[src/rtl/dhnf.sv]
// rtl/dhnf.sv - data-hazard detection and EX operand forwarding for the 5-stage RV32I pipeline
module dhnf #(
    parameter int CNT_W = 16
) (
    input  logic             clk,
    input  logic             rst_n,
    input  logic             id_valid_i,
    input  logic [4:0]       id_reg1_raddr_i,
    input  logic [4:0]       id_reg2_raddr_i,
    input  logic [4:0]       id_rd_i,
    input  logic             cu_reg1_RE_i,
    input  logic             cu_reg2_RE_i,
    input  logic             cu_reg_we_i,
    input  logic             id_is_load_i,
    input  logic             ex_flush_i,
    input  logic             mem_hold_i,
    output logic             dhnf_stall_o,
    output logic             dhnf_bubble_o,
    output logic [1:0]       dhnf_fwd_a_o,
    output logic [1:0]       dhnf_fwd_b_o,
    output logic [CNT_W-1:0] dhnf_stall_cnt_o
);

    localparam logic [1:0] FWD_RF    = 2'b00;
    localparam logic [1:0] FWD_EXMEM = 2'b01;
    localparam logic [1:0] FWD_MEMWB = 2'b10;

    // Shadow record of the writer currently occupying each later stage.
    logic       ex_v;
    logic [4:0] ex_rd;
    logic       ex_ld;
    logic       mem_v;
    logic [4:0] mem_rd;
    logic       wb_v;
    logic [4:0] wb_rd;

    logic       rd1_req, rd2_req;
    logic       hit1_ex, hit1_mem, hit1_wb;
    logic       hit2_ex, hit2_mem, hit2_wb;
    logic       load_use;
    logic [1:0] sel_a, sel_b;

    function automatic logic [1:0] fwd_sel(input logic hit_ex, input logic hit_mem,
                                           input logic hit_wb);
        logic [1:0] sel;
        sel = FWD_RF;
        if (hit_ex)
            sel = FWD_EXMEM;
        else if (hit_mem)
            sel = FWD_MEMWB;
        else if (hit_wb)
            sel = FWD_RF;   // register file writes through to a same-cycle read
        return sel;
    endfunction

    // A nonzero read address can only equal a nonzero rd, so x0 never matches.
    always_comb begin
        rd1_req  = id_valid_i & cu_reg1_RE_i & (id_reg1_raddr_i != 5'd0);
        rd2_req  = id_valid_i & cu_reg2_RE_i & (id_reg2_raddr_i != 5'd0);
        hit1_ex  = rd1_req & ex_v  & (ex_rd  == id_reg1_raddr_i);
        hit1_mem = rd1_req & mem_v & (mem_rd == id_reg1_raddr_i);
        hit1_wb  = rd1_req & wb_v  & (wb_rd  == id_reg1_raddr_i);
        hit2_ex  = rd2_req & ex_v  & (ex_rd  == id_reg2_raddr_i);
        hit2_mem = rd2_req & mem_v & (mem_rd == id_reg2_raddr_i);
        hit2_wb  = rd2_req & wb_v  & (wb_rd  == id_reg2_raddr_i);
        load_use = ex_ld & (hit1_ex | hit2_ex);
        dhnf_stall_o  = load_use & ~ex_flush_i;
        dhnf_bubble_o = load_use | ex_flush_i;
        sel_a = fwd_sel(hit1_ex, hit1_mem, hit1_wb);
        sel_b = fwd_sel(hit2_ex, hit2_mem, hit2_wb);
    end

    always_ff @(posedge clk or negedge rst_n) begin
        if (!rst_n) begin
            ex_v             <= 1'b0;
            ex_rd            <= 5'd0;
            ex_ld            <= 1'b0;
            mem_v            <= 1'b0;
            mem_rd           <= 5'd0;
            wb_v             <= 1'b0;
            wb_rd            <= 5'd0;
            dhnf_fwd_a_o     <= FWD_RF;
            dhnf_fwd_b_o     <= FWD_RF;
            dhnf_stall_cnt_o <= '0;
        end else if (!mem_hold_i) begin
            wb_v   <= mem_v;
            wb_rd  <= mem_rd;
            mem_v  <= ex_v;
            mem_rd <= ex_rd;
            ex_v   <= id_valid_i & cu_reg_we_i & ~dhnf_bubble_o;
            ex_rd  <= id_rd_i;
            ex_ld  <= id_is_load_i;
            dhnf_fwd_a_o <= dhnf_bubble_o ? FWD_RF : sel_a;
            dhnf_fwd_b_o <= dhnf_bubble_o ? FWD_RF : sel_b;
            if (dhnf_stall_o && (dhnf_stall_cnt_o != {CNT_W{1'b1}}))
                dhnf_stall_cnt_o <= dhnf_stall_cnt_o + {{(CNT_W-1){1'b0}}, 1'b1};
        end
    end

endmodule

[config.mk]
export PLATFORM = sky130hd
export DESIGN_NAME = dhnf
export DESIGN_NICKNAME = d
export VERILOG_FILES = /design/src/rtl/dhnf.sv
export SDC_FILE = /design/constraint.sdc
export NUM_CORES = 1
export LEC_CHECK = 0
export ABC_CLOCK_PERIOD_IN_PS = 5050
export BUFFER_PORTS_ARGS = -buffer_cell sky130_fd_sc_hd__clkbuf_2
export CELL_PAD_IN_SITES_DETAIL_PLACEMENT = 0
export CELL_PAD_IN_SITES_GLOBAL_PLACEMENT = 1
export CORE_MARGIN = 2
export CORE_UTILIZATION = 44
export CTS_CLUSTER_SIZE = 14
export DETAILED_ROUTE_END_ITERATION = 8
export PLACE_DENSITY_LB_ADDON = 0.1
export SLEW_MARGIN = 20
export SYNTH_ARGS = -nofsm -noshare
export SYNTH_HDL_FRONTEND = slang
export SYNTH_SLANG_ARGS = --single-unit
[constraint.sdc]
create_clock -name clk -period 5.05 [get_ports clk]
set_input_delay 0.2525 -clock clk [delete_from_list [all_inputs] [get_ports clk]]
set_output_delay 0.2525 -clock clk [all_outputs]
set_load 0.02 [all_outputs]
**Yosys cells after proc, flatten, opt, wreduce, memory -nomap -nowiden**

Index checks and enable logic that the tools add are counted.

- Add/subtract/negate cells: 1
- Equal/unequal tests: 5
- Multiplexer cells: 6
- Bitwise gates (word level): 21
- Reductions and logical operators: 4

Operator list:

| kind | number |
|---|---|
| == test 5 bit | 4 |
| adder 16 x 1 -> 16 bit, second input constant | 1 |
| bitwise AND 1 bit | 16 |
| inequality test 16 bit, second input constant | 1 |
| 2-to-1 mux 2 bit | 6 |
| nonzero test 5 bit | 2 |
| NOT 1 bit | 3 |
| bitwise OR 1 bit | 2 |
| AND reduction 2 bit | 1 |
| logical AND 1 bit | 1 |

- Flip-flop bits (word level): 33
- Bits of input ports: 24
- Output and inout bits: 22
- Word-level logic and storage cells: 45

**Logic depth before layout (Yosys ltp)**

- Depth after elaboration: 9
- Gate-level depth with buffers: 7
- Mapped depth without buffers: 6

**Worst setup path before layout**

No wires, ideal clock.

- Kind: reg2out
- Start point: register ex_rd[0]
- End point: output port dhnf_stall_o
- Data arrival time: 1.648 ns
- Data required time: 4.798 ns
- Slack: 3.150 ns
- Stages on the path, launching flop included: 6
- Buffers on the path: 1
- Path through: dfrtp_1 > xnor2_1 > nand4_1 > or4_1 > buf_2 > a21oi_1

- Longest elaborated chain between the ends: 5
- Elaborated cells between the ends (all ways): 7
- Classes of those cells: 2 x eq/ne; 5 x bitwise

Ends and longest elaborated chain:

| item | line | source |
|---|---|---|
| start: declaration | 30 | `logic [4:0] ex_rd;` |
| start signal: assignment | 91 | `ex_rd <= id_rd_i;` |
| == test 5 bit (on tied branches) | 60, 63 |  |
| bitwise AND 1 bit (on tied branches) | 60, 63 |  |
| bitwise OR 1 bit * | 66 | `load_use = ex_ld & (hit1_ex \| hit2_ex);` |
| bitwise AND 1 bit * | 66 |  |
| bitwise AND 1 bit * | 67 | `dhnf_stall_o = load_use & ~ex_flush_i;` |
| end: declaration | 17 | `output logic dhnf_stall_o,` |

Mark *: on every way between the ends. The rest lies on a longest branch, timed or not.

**Worst setup path after layout**

- Start point: register ex_rd[2]
- End point: output port dhnf_stall_o

The elaborated chain is that of the path after synthesis.

==> flow_summary.yaml <==
status:
  status: "completed"
power:
  ir_worst_vdd_v: 0.000162
  fin_total_pwr_mw: 0.562
  cellLeakagePower_nw: 0.977
  p_per_area_nw_per_um2: 252
setup_path:
  worstPathCellList: "xnor2_1 -> nand4_1 -> or4_1 -> a21oi_1 -> clkbuf_2"
  cp_slowest_cell: "or4_1"
  crit_path_end_kind: "primary output"
  setup.worst_path.start_class: "flop"
  setup.worst_path.class: "flop to primary output"
  critical_path_required_ns: 4.80
  cp.arrival_ns: 2.10
  crit_fanout: 6
  slowest_delay_ns: 0.65
sta:
  worst_slew_pin_slew_ns: 0.823
  setup_ws_ns: 2.70
  max_freq_mhz: 426
  min_period_ns: 2.35
  finalCritPeriodShare_pct: 46.5
  rsz0062_at_grt: "no"
  timing.hold.ws_ns: 0.0519
  hold_viol: 0
  finalSetupViolations: 0
  fin_worst_skew_ns: 0.00463
  fin_setup_tns_ns: 0
  drv_slew: 0
  max_slew_margin_pct: 45.1
layout:
  layout-drive-gt1-share_pct: 34.1
  layout.nets: 242
  antenna_cells: 0
  layout_common_cells: "clkbuf_2 (45), dfrtp_1 (33), xnor2_1 (29)"
  instances_no_fill: 267
  final_common_cell: "clkbuf_2"
  nFillCells: 374
  area_growth_pct: 18.9
hold_path:
  min_path_type: "primary input to asynchronous set/reset pin"
drt:
  drt_iter0_markers: 99
  wire_per_inst_um: 15.7
  remaining_drc_errors: 0
  ant_nets: 0
  via_count: 1480
  wl_um: 4180
  viasPerCell: 5.54
  drtPass1Iterations: 4
placement:
  dp_slack_ns: 2.90
  dp.cells: 260
  place.gp.congestion: 0.900
  place_hpwl_um: 3190
  io_buffers: 45
synth:
  synth_cell_type_count: 40
  synth_adder_area_share_pct: 0.668
  synth_compound_area_share_pct: 11.4
  synth_top_family_by_area: "simple AND/OR/NAND/NOR gates"
  synth_ff_type: "dfrtp_1"
  syn_inst: 172
  synth_mux_area_share_pct: 7.82
  syn_avg_cell_area_um2: 10.9
  synthesis.area_um2: 1870
  synth-edff-count: 0
  yosys.area_share.simple_pct: 17.3
  ys_ff_latch: 33
  seq_area_frac_synth_pct: 44.1
  ys_warn_count: 0
  async_flop_share_pct: 100
  syn-num-nets: 197
  synthXorXnorAreaFrac_pct: 16.4
floorplanning:
  initial_core_util_pct: 46.2
  ios: 46
  die-area_um2: 4790
  die_w_um: 69.2
  coreArea_um2: 4060
  rows: 23
  die_h_um: 69.2
grt:
  grt_max_degree: 34
  antenna_found_initial: 0
  gr-total-overflow: 0
  grt_pass1_wl_um: 7310
  grtUsageTotal_pct: 19.0
  grt_pass1_vias: 1589
clock_network:
  clk_pin_slew_ns: 0.06
  cts_tree: "done"
  cts_buffers: 5
  cts_sinks: 33
  postCtsSetupBuffers: 0
  postCtsHoldBufs: 0
  clk_path_buf_depth: 2
  h-tree-depth: 2
  cts_resized: 0
  clk_latency_ns: 0.28
  cts_root_buf: "clkbuf_8"
job:
  cap_violations: 0
cell type report:
class / count / area [um2] / share of cell area (%)
clock buffer: 7 / 86.3 / 3.88
inverter: 1 / 3.75 / 0.169
multi-input combinational: 129 / 1010 / 45.3
sequential: 33 / 826 / 37.1
tap: 50 / 62.6 / 2.81
timing repair buffer: 47 / 240 / 10.8
sequential cells by signal, indices dropped and copies added, names as in the netlist:
register,count
dhnf_fwd_a_o,2
dhnf_fwd_b_o,2
dhnf_stall_cnt_o,16
ex_ld,1
ex_rd,5
ex_v,1
mem_rd,5
mem_v,1
through the flow:
step | util, % | area, um2
global placement | 52.8 | 2140
floorplan | - | 1870
detailed placement | 52.8 | 2140
CTS | 54.9 | 2230
global route | 54.9 | 2230
finish | 54.9 | 2230
report_power, final:
| group | internal (mW) | switching [mW] |
|---|---|---|
| clock | 0.108 | 0.0915 |
| combinational | 0.0373 | 0.0326 |
| sequential | 0.277 | 0.0162 |
| total | 0.422 | 0.140 |
synth_stat cells, drive strengths merged, types with 3 or more instances:
master | instances | share of area (%)
a211oi | 4 | 2.1
a21oi | 6 | 1.6
a22o | 3 | 1.4
and2 | 3 | 1.0
and3 | 5 | 1.7
buf | 5 | 1.4
clkbuf | 4 | 0.80
dfrtp | 33 | 44
mux2 | 13 | 7.8
nand2 | 7 | 1.4
nand2b | 3 | 1.0
nand3 | 6 | 1.6
nand4 | 6 | 2.0
nor2 | 3 | 0.74
nor4 | 4 | 1.3
o2111ai | 3 | 1.7
o21ai | 7 | 1.9
or4 | 3 | 1.2
xnor2 | 29 | 14
xor2 | 6 | 2.8
path summary, 6_finish.rpt:
path	startpoint	end	slack [ns]	depth (start not counted)
max	ex_rd[2]	dhnf_stall_o	2.70	5
min	rst_n	dhnf_stall_cnt_o[10]	0.05	1
max reg2reg	ex_rd[2]	dhnf_stall_cnt_o[8]	3.12	5
min reg2reg	dhnf_stall_cnt_o[14]	dhnf_stall_cnt_o[14]	0.48	1
max in group asynchronous	rst_n	dhnf_fwd_b_o[1]	4.48	1
min in group clk	id_rd_i[0]	ex_rd[0]	0.20	2
worst max-delay path, delay by kind of cell, from the launching register on:
family / cells / cell delay [ns]
AOI/OAI and AO/OA: 1 / 0.22
xor gates and xnor gates: 1 / 0.17
buffers and inverters: 1 / 0.19
DFF: 1 / 0.43
and+or+nand+nor: 2 / 0.80
kinds of logic after synthesis:
logic type               Yosys count
XOR/XNOR                          35
flip-flops                        33
AO/OA/AOI/OAI                     28
buffers and inverters             10
multiplexers                      13
AND/OR/NAND/NOR                   52
adder cells (fa/ha/maj)            1
layer usage:
| layer | track usage [%] | share of wire [%] |
|---|---|---|
| met2 | 34.1 | 53 |
| met4 | 5.88 | 1.0 |
| met1 | 21.4 | 42 |
| met5 | 0 | 0 |
| met3 | 5.96 | 4.0 |
No activity file was read; power rests on OpenSTA's default activity.
